## config.mk

```make
export PLATFORM = sky130hd
export DESIGN_NAME = runway_wind_tick
export DESIGN_NICKNAME = d
export VERILOG_FILES = /design/src/rtl/runway_wind_tick.sv
export SDC_FILE = /design/constraint.sdc
export NUM_CORES = 1
export LEC_CHECK = 0
export CORE_MARGIN = 1
export CORE_UTILIZATION = 57
export CTS_CLUSTER_SIZE = 40
export DETAILED_ROUTE_END_ITERATION = 10
export DONT_BUFFER_PORTS = 1
export PLACE_DENSITY = 0.75
export SYNTH_ARGS = -nofsm -noshare
export SYNTH_HDL_FRONTEND = slang
export SYNTH_SLANG_ARGS = --single-unit
```

## constraint.sdc

```tcl
create_clock -name clk -period 1.9 [get_ports clk]
set_input_delay 0.285 -clock clk [delete_from_list [all_inputs] [get_ports clk]]
set_output_delay 0.285 -clock clk [all_outputs]
set_load 0.02 [all_outputs]
```

## src/rtl/runway_wind_tick.sv

```systemverilog
// runway_wind_tick: conditions the raw wind switches into a stable, registered
// 2-bit wind mode and generates the slow one-cycle step enable for the runway
// landing-light pattern FSM.
//
// When a wind change is accepted, the step timer restarts. This keeps the new
// pattern phase-aligned.
//
// Ports:
//   clk      in   system clock, rising-edge active
//   reset    in   asynchronous, active-high reset
//   SW       in   [1:0] raw wind switches (00 calm, 01 R->L, 10 L->R, 11 passed through)
//   hold     in   synchronous freeze of the step timer while high
//   wind     out  [1:0] debounced, registered wind mode
//   step     out  one-cycle advance pulse, period CLK_DIV cycles
//   wind_chg out  one-cycle pulse in the cycle wind takes a new value
module runway_wind_tick #(
    parameter int unsigned CLK_DIV    = 25_000_000,
    parameter int unsigned DEB_CYCLES = 500_000
) (
    input  logic       clk,
    input  logic       reset,
    input  logic [1:0] SW,
    input  logic       hold,
    output logic [1:0] wind,
    output logic       step,
    output logic       wind_chg
);

    localparam int unsigned DW = $clog2(DEB_CYCLES);
    localparam int unsigned TW = $clog2(CLK_DIV);
    localparam logic [DW-1:0] DMAX = DW'(DEB_CYCLES - 1);
    localparam logic [TW-1:0] TMAX = TW'(CLK_DIV - 1);

    typedef enum logic {
        STABLE   = 1'b0,
        SETTLING = 1'b1
    } deb_state_t;

    deb_state_t    state, state_nxt;
    logic [1:0]    s1, s2;
    logic [1:0]    cand, cand_nxt;
    logic [DW-1:0] dcnt, dcnt_nxt;
    logic [TW-1:0] tcnt, tcnt_nxt;
    logic [1:0]    wind_nxt;
    logic          step_nxt;
    logic          wind_chg_nxt;
    logic          accept_c;

    // State register: synchronizer, debouncer, step timer and registered outputs
    always_ff @(posedge clk or posedge reset) begin
        if (reset) begin
            state    <= STABLE;
            s1       <= 2'b00;
            s2       <= 2'b00;
            cand     <= 2'b00;
            dcnt     <= '0;
            tcnt     <= '0;
            wind     <= 2'b00;
            step     <= 1'b0;
            wind_chg <= 1'b0;
        end else begin
            state    <= state_nxt;
            s1       <= SW;
            s2       <= s1;
            cand     <= cand_nxt;
            dcnt     <= dcnt_nxt;
            tcnt     <= tcnt_nxt;
            wind     <= wind_nxt;
            step     <= step_nxt;
            wind_chg <= wind_chg_nxt;
        end
    end

    // Next-state and next-output logic
    always_comb begin
        state_nxt    = state;
        cand_nxt     = cand;
        dcnt_nxt     = dcnt;
        tcnt_nxt     = tcnt;
        wind_nxt     = wind;
        step_nxt     = 1'b0;
        wind_chg_nxt = 1'b0;
        accept_c     = 1'b0;

        // Candidate tracking: any change restarts the stability count, which saturates
        if (s2 != cand) begin
            cand_nxt = s2;
            dcnt_nxt = '0;
        end else if (dcnt != DMAX) begin
            dcnt_nxt = dcnt + DW'(1);
        end

        // SETTLING exactly mirrors cand != wind, so acceptance is gated on it
        accept_c = (state == SETTLING) && (s2 == cand) && (dcnt == DMAX);

        case (state)
            STABLE: begin
                // cand == wind here, so a differing s2 is a genuinely new value
                if (s2 != cand) begin
                    state_nxt = SETTLING;
                end
            end
            SETTLING: begin
                if (accept_c) begin
                    state_nxt = STABLE;
                end else if ((s2 != cand) && (s2 == wind)) begin
                    // Bounced back to the current wind before acceptance
                    state_nxt = STABLE;
                end
            end
        endcase

        if (accept_c) begin
            wind_nxt     = cand;
            wind_chg_nxt = 1'b1;
        end

        // Step timer: a wind change restarts the phase and suppresses a coincident step
        if (accept_c) begin
            tcnt_nxt = '0;
        end else if (hold) begin
            tcnt_nxt = tcnt;
        end else if (tcnt == TMAX) begin
            tcnt_nxt = '0;
            step_nxt = 1'b1;
        end else begin
            tcnt_nxt = tcnt + TW'(1);
        end
    end

endmodule

```

; After elaboration in Yosys (flattened, before gate mapping)
; Cells that the tools add are included.
[word_totals]
mem_count = 0
register_bits = 55
inputBits = 5
latch_bits = 0
elab_cells = 36
mem_bits_ro = 0
output_inout_bits = 4
ramBits = 0
[op_classes]
n_div = 0
multipliers = 0
order_cmp = 0
n_shift = 0
bitwise = 1
n_mux = 13
reduce_logical = 4
addsub = 2
n_eq_ne = 7
[ops]
columns = op, n
row1 = $mux W25, 3
row2 = $mux W19, 2
row3 = $add A25 B1 Y25 const B, 1
row4 = $eq A25 B25 Y1 const B, 1
row5 = $add A19 B1 Y19 const B, 1
row6 = $eq A19 B19 Y1 const B, 1
row7 = $ne A19 B19 Y1 const B, 1
row8 = $mux W1, 7
row9 = $eq A2 B2 Y1, 2
row10 = $logic_and A1 B1 Y1, 3
row11 = $ne A2 B1 Y1 const B, 1
row12 = $ne A2 B2 Y1, 1
row13 = $pmux W1 S2, 1
row14 = $reduce_bool A2 Y1, 1
row15 = $not A1 Y1, 1

; Logic depth before layout (Yosys ltp)
; Gate-level depths: netlist of run 1.
[depth]
ltp_word = 5
depth_mapped = 8

; Least setup slack after synthesis of run 1
; Ideal clock, no wire load.
[synth_path]
path_kind = register to register
start = register dcnt[0]
end = register tcnt[5]
setup_time_ns = 0.126
period_less_slack_ns = 1.999
t_arrival_ns = 1.873
path_buffers = 2
path_slack_ns = -0.099
path_stages_with_launch = 9
path_cell_list = dfrtp_1 > ha_1 > and4_1 > buf_2 > nand4_4 > or4_1 > clkbuf_1 > nand2_1 > o22ai_1
[synth_between]
elab_chain_cells = 3
word_cells_on_any_way = 4
[synth_rtl]
columns = item, line_no
row1 = start: declaration, 42  ; logic [DW-1:0] dcnt, dcnt_nxt;
row2 = start signal: assignment, 66  ; dcnt <= dcnt_nxt;
row3 = $eq A19 B19 Y1 (*), 94  ; accept_c = (state == SETTLING) && (s2 == cand) && (dcnt == DMAX);
row4 = $logic_and A1 B1 Y1 (*), 94
row5 = $ne A2 B1 Y1 (no line) or $mux W25 (tied branches), n/a
row6 = end signal: assignment, 67  ; tcnt <= tcnt_nxt;
row7 = end: declaration, 43  ; logic [TW-1:0] tcnt, tcnt_nxt;
; Every way passes the cells marked *; elsewhere a longest branch is shown, timed or not.
; A chain may end at the register's enable or synchronous reset.

; Final worst setup path of run 1
[layout_path]
start = register tcnt[9]
end = register tcnt[19]
[layout_between]
elab_chain_cells = 4
word_cells_on_any_way = 5
[layout_rtl]
columns = item, line_no
row1 = $add A25 B1 Y25 or $eq A25 B25 Y1 (tied branches), "127, 123"
row2 = $mux W25 (*), 123  ; end else if (tcnt == TMAX) begin
row3 = $mux W25 (*), 121  ; end else if (hold) begin
row4 = $mux W25 (*), 119  ; if (accept_c) begin
; Every way passes the cells marked *; elsewhere a longest branch is shown, timed or not. The select of a mux whose other input is x is not followed.

==> results.sh, run 1 <==
export IMPL_status="finished with violations"
export IMPL_violations="setup timing"
export IMPL_synth_area_per_cell_um2=9.755
export IMPL_port_buffers=0
export IMPL_synth_top_cells_by_area="dfrtp_1 (46%), xor2_1 (6.1%), nor2_1 (3.8%)"
export IMPL_routed_top_layer="met4"
export IMPL_die_y_um=74.84
export IMPL_cts_max_path_buffers=2
export IMPL_rsz0062_at_grt="true"
export IMPL_worst_setup_path_end_kind="flop"
export IMPL_min_path_cells=1
export IMPL_dp_slack_ps=-29.25
export IMPL_critPathSlowestCell="or4_4"
export IMPL_cp_data_arrival_time_ps=2130
export IMPL_area_growth_pct=26.73
export IMPL_fmax_ghz=0.5250
export IMPL_startpoint_type="flop"
export IMPL_ys_flop_type="dfrtp_1"
export IMPL_synthDistinctLibCells=52
export IMPL_gr_total_overflow=0
export IMPL_crit_fanout=6
export IMPL_drc_errors=0
export IMPL_via_per_inst=6.083
export IMPL_path_cells="or4_4 > nor4_4 > buf_4 > nand2_8 > a31oi_4 > a21oi_2"
export IMPL_ctsRootBufferMaster="clkbuf_8"
export IMPL_layout_drive_gt1_share_pct=29.83
export IMPL_layout_worst_path_cycle_share_pct=100.2
export IMPL_maxSlewViolCount=0
export IMPL_numCtsBuffers=5
export IMPL_synth_top_cell_area_share_pct=45.51
export IMPL_tritoncts="yes"
export IMPL_seq_area_frac_synth_pct=45.51
export IMPL_drt_iter0_drc=212
export IMPL_rows=26
export IMPL_wire_per_inst_um=17.28
export IMPL_vdd_ir_drop_max_uv=612.1
export IMPL_wirelength_met1_um=3400
export IMPL_fin_tns_setup_ps=-4.599
export IMPL_max_slew_margin_rel_pct=73.73
export IMPL_r2r_cells=6
export IMPL_critPathMaxStageDelay_ps=550
export IMPL_dr_pass1_iters=5
export IMPL_gp_congestion=0.8391
export IMPL_htreeDepth=2
export IMPL_start_util_pct=59.21
export IMPL_worst_slew_pin_slew_ps=391.1
export IMPL_critPathKind="reg2reg"
export IMPL_power_leakage_nw=1.619
export IMPL_syn_area_um2=3024
export IMPL_synthArstFlopShare_pct=100.0
export IMPL_powerDensity_nw_per_um2=646.9
export IMPL_insertion_delay_ps=320
export IMPL_cap_violations=0
export IMPL_wl_um=7466
export IMPL_yosysWarnings=0
export IMPL_syn_instance_count=310
export IMPL_grt_util_all_layers_pct=27.19
export IMPL_grt_pass1_vias=2314
export IMPL_reg2reg_slack_ps=-5
export IMPL_clkTransAtPathRegs_ps=110
export IMPL_cts_sinks=55
export IMPL_r2r_end="tcnt[19]$_DFFE_PP0P_"
export IMPL_synth_edf_count=0
export IMPL_yosys_register_bits=55
export IMPL_finalClockSkew_ps=12.96
export IMPL_worstPathRequired_ps=2120
export IMPL_dr_total_vias=2628
export IMPL_die_x_um=74.84
export IMPL_antenna_cells=0
export IMPL_antenna_found_initial=0
export IMPL_synth_common_cells="dfrtp_1 (55), nor2_1 (31), nand2_1 (28)"
export IMPL_yosysMostFrequentCell="dfrtp_1"
export IMPL_nNetsFinal=368
export IMPL_worst_hold_path_endpoint="step$_DFF_PP0_"
export IMPL_yosysTopAreaCell="dfrtp_1"
export IMPL_ant_nets=0
export IMPL_hold_viol=0
export IMPL_ios=9
export IMPL_detailed_place_hpwl_um=4587
export IMPL_core_area_um2=5107
export IMPL_hp_start="hold"
export IMPL_synth_nets=317
export IMPL_grt_start_max_net_pins=56
export IMPL_hold_class="in2reg"
export IMPL_finalCriticalPeriod_ps=1905
export IMPL_route_met2_wl_um=3543
export IMPL_r2r_start="tcnt[9]$_DFFE_PP0P_"
export IMPL_route_met3_wl_um=386
export IMPL_setup_ws_ps=-4.599
export IMPL_die_area_um2=5601
export IMPL_finalPower_w=0.002479
export IMPL_finalSetupViolCount=1
export IMPL_grt_first_pass_wirelength_um=11300
cell families (layout without fill, tap and decap cells):
| kind of cell | after synthesis | in the layout | synth area share [%] |
|---|---|---|---|
| compound gates | 55 | 56 | 11.25 |
| xor+xnor | 26 | 26 | 7.530 |
| fa+ha+maj | 2 | 2 | 0.8273 |
| buf+inv | 21 | 71 | 2.979 |
| flops | 55 | 55 | 45.51 |
| mux | 3 | 3 | 0.9930 |
| simple gates | 148 | 149 | 30.91 |
power breakdown:
part | switching, W | internal [W] | total (W)
clock network | 0.000402 | 0.000393 | 0.000795
logic | 0.000184 | 0.000152 | 0.000336
registers | 0.000104 | 0.00124 | 0.00135
critical path: cells and delay by family (launching register included):
family | cells | cell delay [ps]
AO/OA/AOI/OAI | 2 | 260
buffers and inverters | 1 | 230
flip-flops | 1 | 400
AND/OR/NAND/NOR | 3 | 920
how the worst max path moves through the flow:
stage	start	endpoint	slack [ps]	cells after the start
final	tcnt[9]$_DFFE_PP0P_	tcnt[19]$_DFFE_PP0P_	-5	6
after global routing	tcnt[9]$_DFFE_PP0P_	tcnt[5]$_DFFE_PP0P_	-80	6
after CTS	tcnt[0]$_DFFE_PP0P_	tcnt[24]$_DFFE_PP0P_	10	6
after detailed placement	dcnt[5]$_DFFE_PP0P_	dcnt[7]$_DFFE_PP0P_	-30	5
after global placement	tcnt[0]$_DFFE_PP0P_	tcnt[24]$_DFFE_PP0P_	-10	6
after floorplan	tcnt[9]$_DFFE_PP0P_	tcnt[19]$_DFFE_PP0P_	-30	6
flip-flops by register name, indices dropped and copies added (netlist names):
register / flops
cand: 2
wind_chg: 1
s2: 2
tcnt: 25
step: 1
dcnt: 19
s1: 2
state: 1
wind: 2
layout make-up:
cell class,instances,area [µm²]
fill,335,1275
clock buffer,5,68.82
multi-input combinational,236,1754
inverter,5,18.77
timing repair buffer,58,483.0
clock inverter,3,43.79
tap,70,87.58
sequential,55,1376
through the flow:
stage | hold slack, ps | area (µm²) | std cells | util [%]
2_1_floorplan | 316.4 | 3034 | 310 | -
3_3_place_gp | 243.8 | 3377 | 404 | 66.12
3_5_place_dp | 246.7 | 3377 | 404 | 66.12
4_1_cts | 24.67 | 3570 | 419 | 69.89
5_1_grt | 11.43 | 3832 | 432 | 75.04
6_report | 32.91 | 3832 | 432 | 75.04
repair_timing:
item | CTS | global route
resized for setup | 4 | 38
pin swaps | 2 | 22
buffers inserted | 4 | 11
gates cloned | 0 | 2
hold endpoints to repair | 57 | 0
hold buffers | 3 | 0
endpoints found under the setup margin | 17 | 37
placed cells by master (no fill, tap or decap), types with 3 or more instances in the layout:
cell,netlist,routed
buf_6,1,4
xnor2_1,5,5
and2_1,4,4
mux2i_1,3,3
o2111ai_2,0,3
a21oi_2,1,8
dlygate4sd3_1,0,3
o22ai_1,3,3
buf_4,0,49
xor2_1,21,21
nand3_1,19,17
dfrtp_1,55,55
o21ai_0,11,3
a31oi_1,4,3
and3_1,8,8
or3b_1,4,4
clkbuf_8,0,5
nand2_1,28,26
a32oi_1,3,3
inv_1,5,4
o21ai_1,1,9
a21oi_1,19,12
nand4_1,10,10
nor2_1,31,31
nand4b_1,3,3
nor3_1,4,4
or3_1,6,6
nor4_4,5,6
per-layer routing:
metal	vias up	track usage [%]
met4	0	7.128
met1	1294	38.89
li1	1224	-
met5	-	0
met2	98	42.54
met3	12	5.355
Power figures use the tool's default switching activity.
==> inputs of run 2 (changes only) <==
Settings changed: PLACE_DENSITY 0.75 to 0.87.
==> run 2 against run 1 <==
Against the previous run: the run still ends with setup timing left; cell area down 0.98%; clock-buffer cell count stayed put; routed wire length grew 21%; die area unchanged; hold slack lost 5.7 ps; via count up 11%; power increased by 2.0%; sequential power is essentially flat; register-to-register slack worse by 70 ps; global-route usage up 3.5 points; critical path type unchanged; critical endpoint is now tcnt[11]$_DFFE_PP0P_; highest routed layer unchanged.
==> results.sh, run 2 (synthesis results as in run 1) <==
export IMPL_status="finished with violations"
export IMPL_violations="setup timing"
export IMPL_vdd_ir_drop_max_uv=651.9
export IMPL_maxSlewViolCount=0
export IMPL_dp_slack_ps=-77.09
export IMPL_regMostFlops="tcnt"
export IMPL_cts_sinks=55
export IMPL_grtUsageMet3_pct=6.024
export IMPL_grt_util_all_layers_pct=30.70
export IMPL_area_growth_pct=25.49
export IMPL_clkTransAtPathRegs_ps=110
export IMPL_fin_area_um2=3795
export IMPL_detailed_place_hpwl_um=5001
export IMPL_ctsRootBufferMaster="clkbuf_8"
export IMPL_fmax_ghz=0.5061
export IMPL_die_x_um=74.84
export IMPL_grt_start_max_net_pins=29
export IMPL_placed_cells=409
export IMPL_p_switching_w=0.0007442
export IMPL_layout_worst_path_cycle_share_pct=104.0
export IMPL_htreeDepth=2
export IMPL_placed_area_um2=3390
export IMPL_insertion_delay_ps=330
export IMPL_top_regs="tcnt: 25 flops, dcnt: 19 flops"
export IMPL_critPathKind="reg2reg"
export IMPL_die_y_um=74.84
export IMPL_crit_fanout=7
export IMPL_ant_nets=0
export IMPL_worst_slew_pin_slew_ps=553.1
export IMPL_filler_cell_count=280
export IMPL_startpoint_type="flop"
export IMPL_setup_ws_ps=-75.97
export IMPL_fin_tns_setup_ps=-779.5
export IMPL_hold_ws_ps=27.17
export IMPL_numCtsBuffers=5
export IMPL_worst_setup_path_end_kind="flop"
export IMPL_cts_max_path_buffers=2
export IMPL_r2r_start="dcnt[5]$_DFFE_PP0P_"
export IMPL_grt_pass1_vias=2553
export IMPL_largest_reg_flops=25
export IMPL_regArea_um2=1379
export IMPL_min_path_cells=1
export IMPL_combPwrFrac_pct=12.6
export IMPL_port_buffers=0
export IMPL_gp_congestion=0.9190
export IMPL_powerDensity_nw_per_um2=666.3
export IMPL_finalCriticalPeriod_ps=1976
export IMPL_ios=9
export IMPL_nNetsFinal=368
export IMPL_start_util_pct=59.21
export IMPL_finalSetupViolCount=25
export IMPL_via_per_inst=6.778
export IMPL_p_clk_share_pct=33.0
export IMPL_p_int_w=0.001784
export IMPL_antenna_cells=0
export IMPL_rows=26
export IMPL_switching_share_pct=29.43
export IMPL_wire_per_inst_um=20.94
export IMPL_max_slew_margin_rel_pct=63.07
export IMPL_layout_drive_gt1_share_pct=29.01
export IMPL_core_area_um2=5107
export IMPL_gr_total_overflow=0
export IMPL_cp_data_arrival_time_ps=2190
export IMPL_cp_startpoint="dcnt[5]$_DFFE_PP0P_"
export IMPL_wl_um=9047
export IMPL_drc_errors=0
export IMPL_r2r_cells=7
export IMPL_antenna_found_initial=0
export IMPL_hp_start="hold"
export IMPL_grt_first_pass_wirelength_um=12760
export IMPL_rsz0062_at_grt="true"
export IMPL_mostFrequentLayoutCells="dfrtp_1 (53), buf_4 (48), nor2_1 (30)"
export IMPL_multi_input_area_um2=1705
export IMPL_power_leakage_nw=1.579
export IMPL_cap_violations=0
export IMPL_dr_pass1_iters=5
export IMPL_worstPathRequired_ps=2110
export IMPL_final_common_cell="dfrtp_1"
export IMPL_hold_class="in2reg"
export IMPL_gr_usage_met1_pct=42.97
export IMPL_tritoncts="yes"
export IMPL_dr_total_vias=2928
export IMPL_busiest_layer="met2"
export IMPL_die_area_um2=5601
export IMPL_fin_cells=432
export IMPL_drt_iter0_drc=514
export IMPL_finalClockSkew_ps=19.74
export IMPL_pwr_share_seq_pct=54.5
export IMPL_hold_viol=0
export IMPL_met2_usage_pct=47.15
[run 2: cell count changes in the layout (fill, tap and decap cells not counted), moves of 2 or more]
cell / delta
buf_8: +2
dfrtp_2: +2
buf_12: -2
nor3_2: +2
dfrtp_1: -2
o21ai_1: -4
a21oi_2: -2
o21ai_0: +4
o2111ai_1: +2
o2111ai_2: -2
buf_6: +2
[run 2: final timing paths]
kind	to	slack [ps]
setup / recovery	tcnt[11]$_DFFE_PP0P_	-80
hold / removal	step$_DFF_PP0_	30
setup reg to reg	tcnt[11]$_DFFE_PP0P_	-80
hold reg to reg	s2[1]$_DFF_PP0_	370
max in group asynchronous	dcnt[12]$_DFFE_PP0P_	780
min in group asynchronous	tcnt[17]$_DFFE_PP0P_	460
[run 2: repair_timing]
action                                 CTS  global route
hold buffers                             3             0
setup endpoints to repair               18            31
cloned                                   1             1
pin swaps                                4            18
buffers inserted                         2             8
endpoints found under the hold margin   26             0
gates resized for setup                  9            36
[run 2: area by class of cell]
class / count / share of cell area (%)
clock inverters: 3 / 1.253
clock buffers: 5 / 1.813
repair buffers: 59 / 12.86
flip-flops and latches: 55 / 36.33
multi-input cells: 235 / 44.94
inverters: 5 / 0.4946
well taps: 70 / 2.308
[run 2: critical path: stages (launching register included)]
cell and delay, ps:
dfrtp_1 400, buf_4 180, nor4b_1 450, nand4_1 210
nor4_4 260, buf_6 170, o21bai_4 140, nor2_1 80
[run 2: power by group through the flow]
| stage | Sequential, W | Combinational (W) | Clock (W) |
|---|---|---|---|
| 2_1_floorplan | 0.00136 | 0.000197 | 0 |
| 3_3_place_gp | 0.00137 | 0.000269 | 0 |
| 3_5_place_dp | 0.00138 | 0.000288 | 0 |
| 4_1_cts | 0.00136 | 0.000298 | 0.000826 |
| 5_1_grt | 0.00139 | 0.000348 | 0.000876 |
| 6_report | 0.00138 | 0.000318 | 0.000833 |
[run 2: per-layer routing]
layer  wire length, µm  share of wire [%]  vias to the layer above
li1                  -                  -                     1228
met1              3535                 39                     1404
met2              4115                 45                      226
met3               877                9.7                       70
met4               518                5.7                        0
met5                 0                  0                        -
[run 2: metrics by stage]
stage | power, W | utilization (%)
floorplan | 0.001558 | -
global placement | 0.001639 | 66.36
detailed placement | 0.001666 | 66.36
CTS | 0.002481 | 70.55
global route | 0.002613 | 74.30
finish | 0.002529 | 74.30
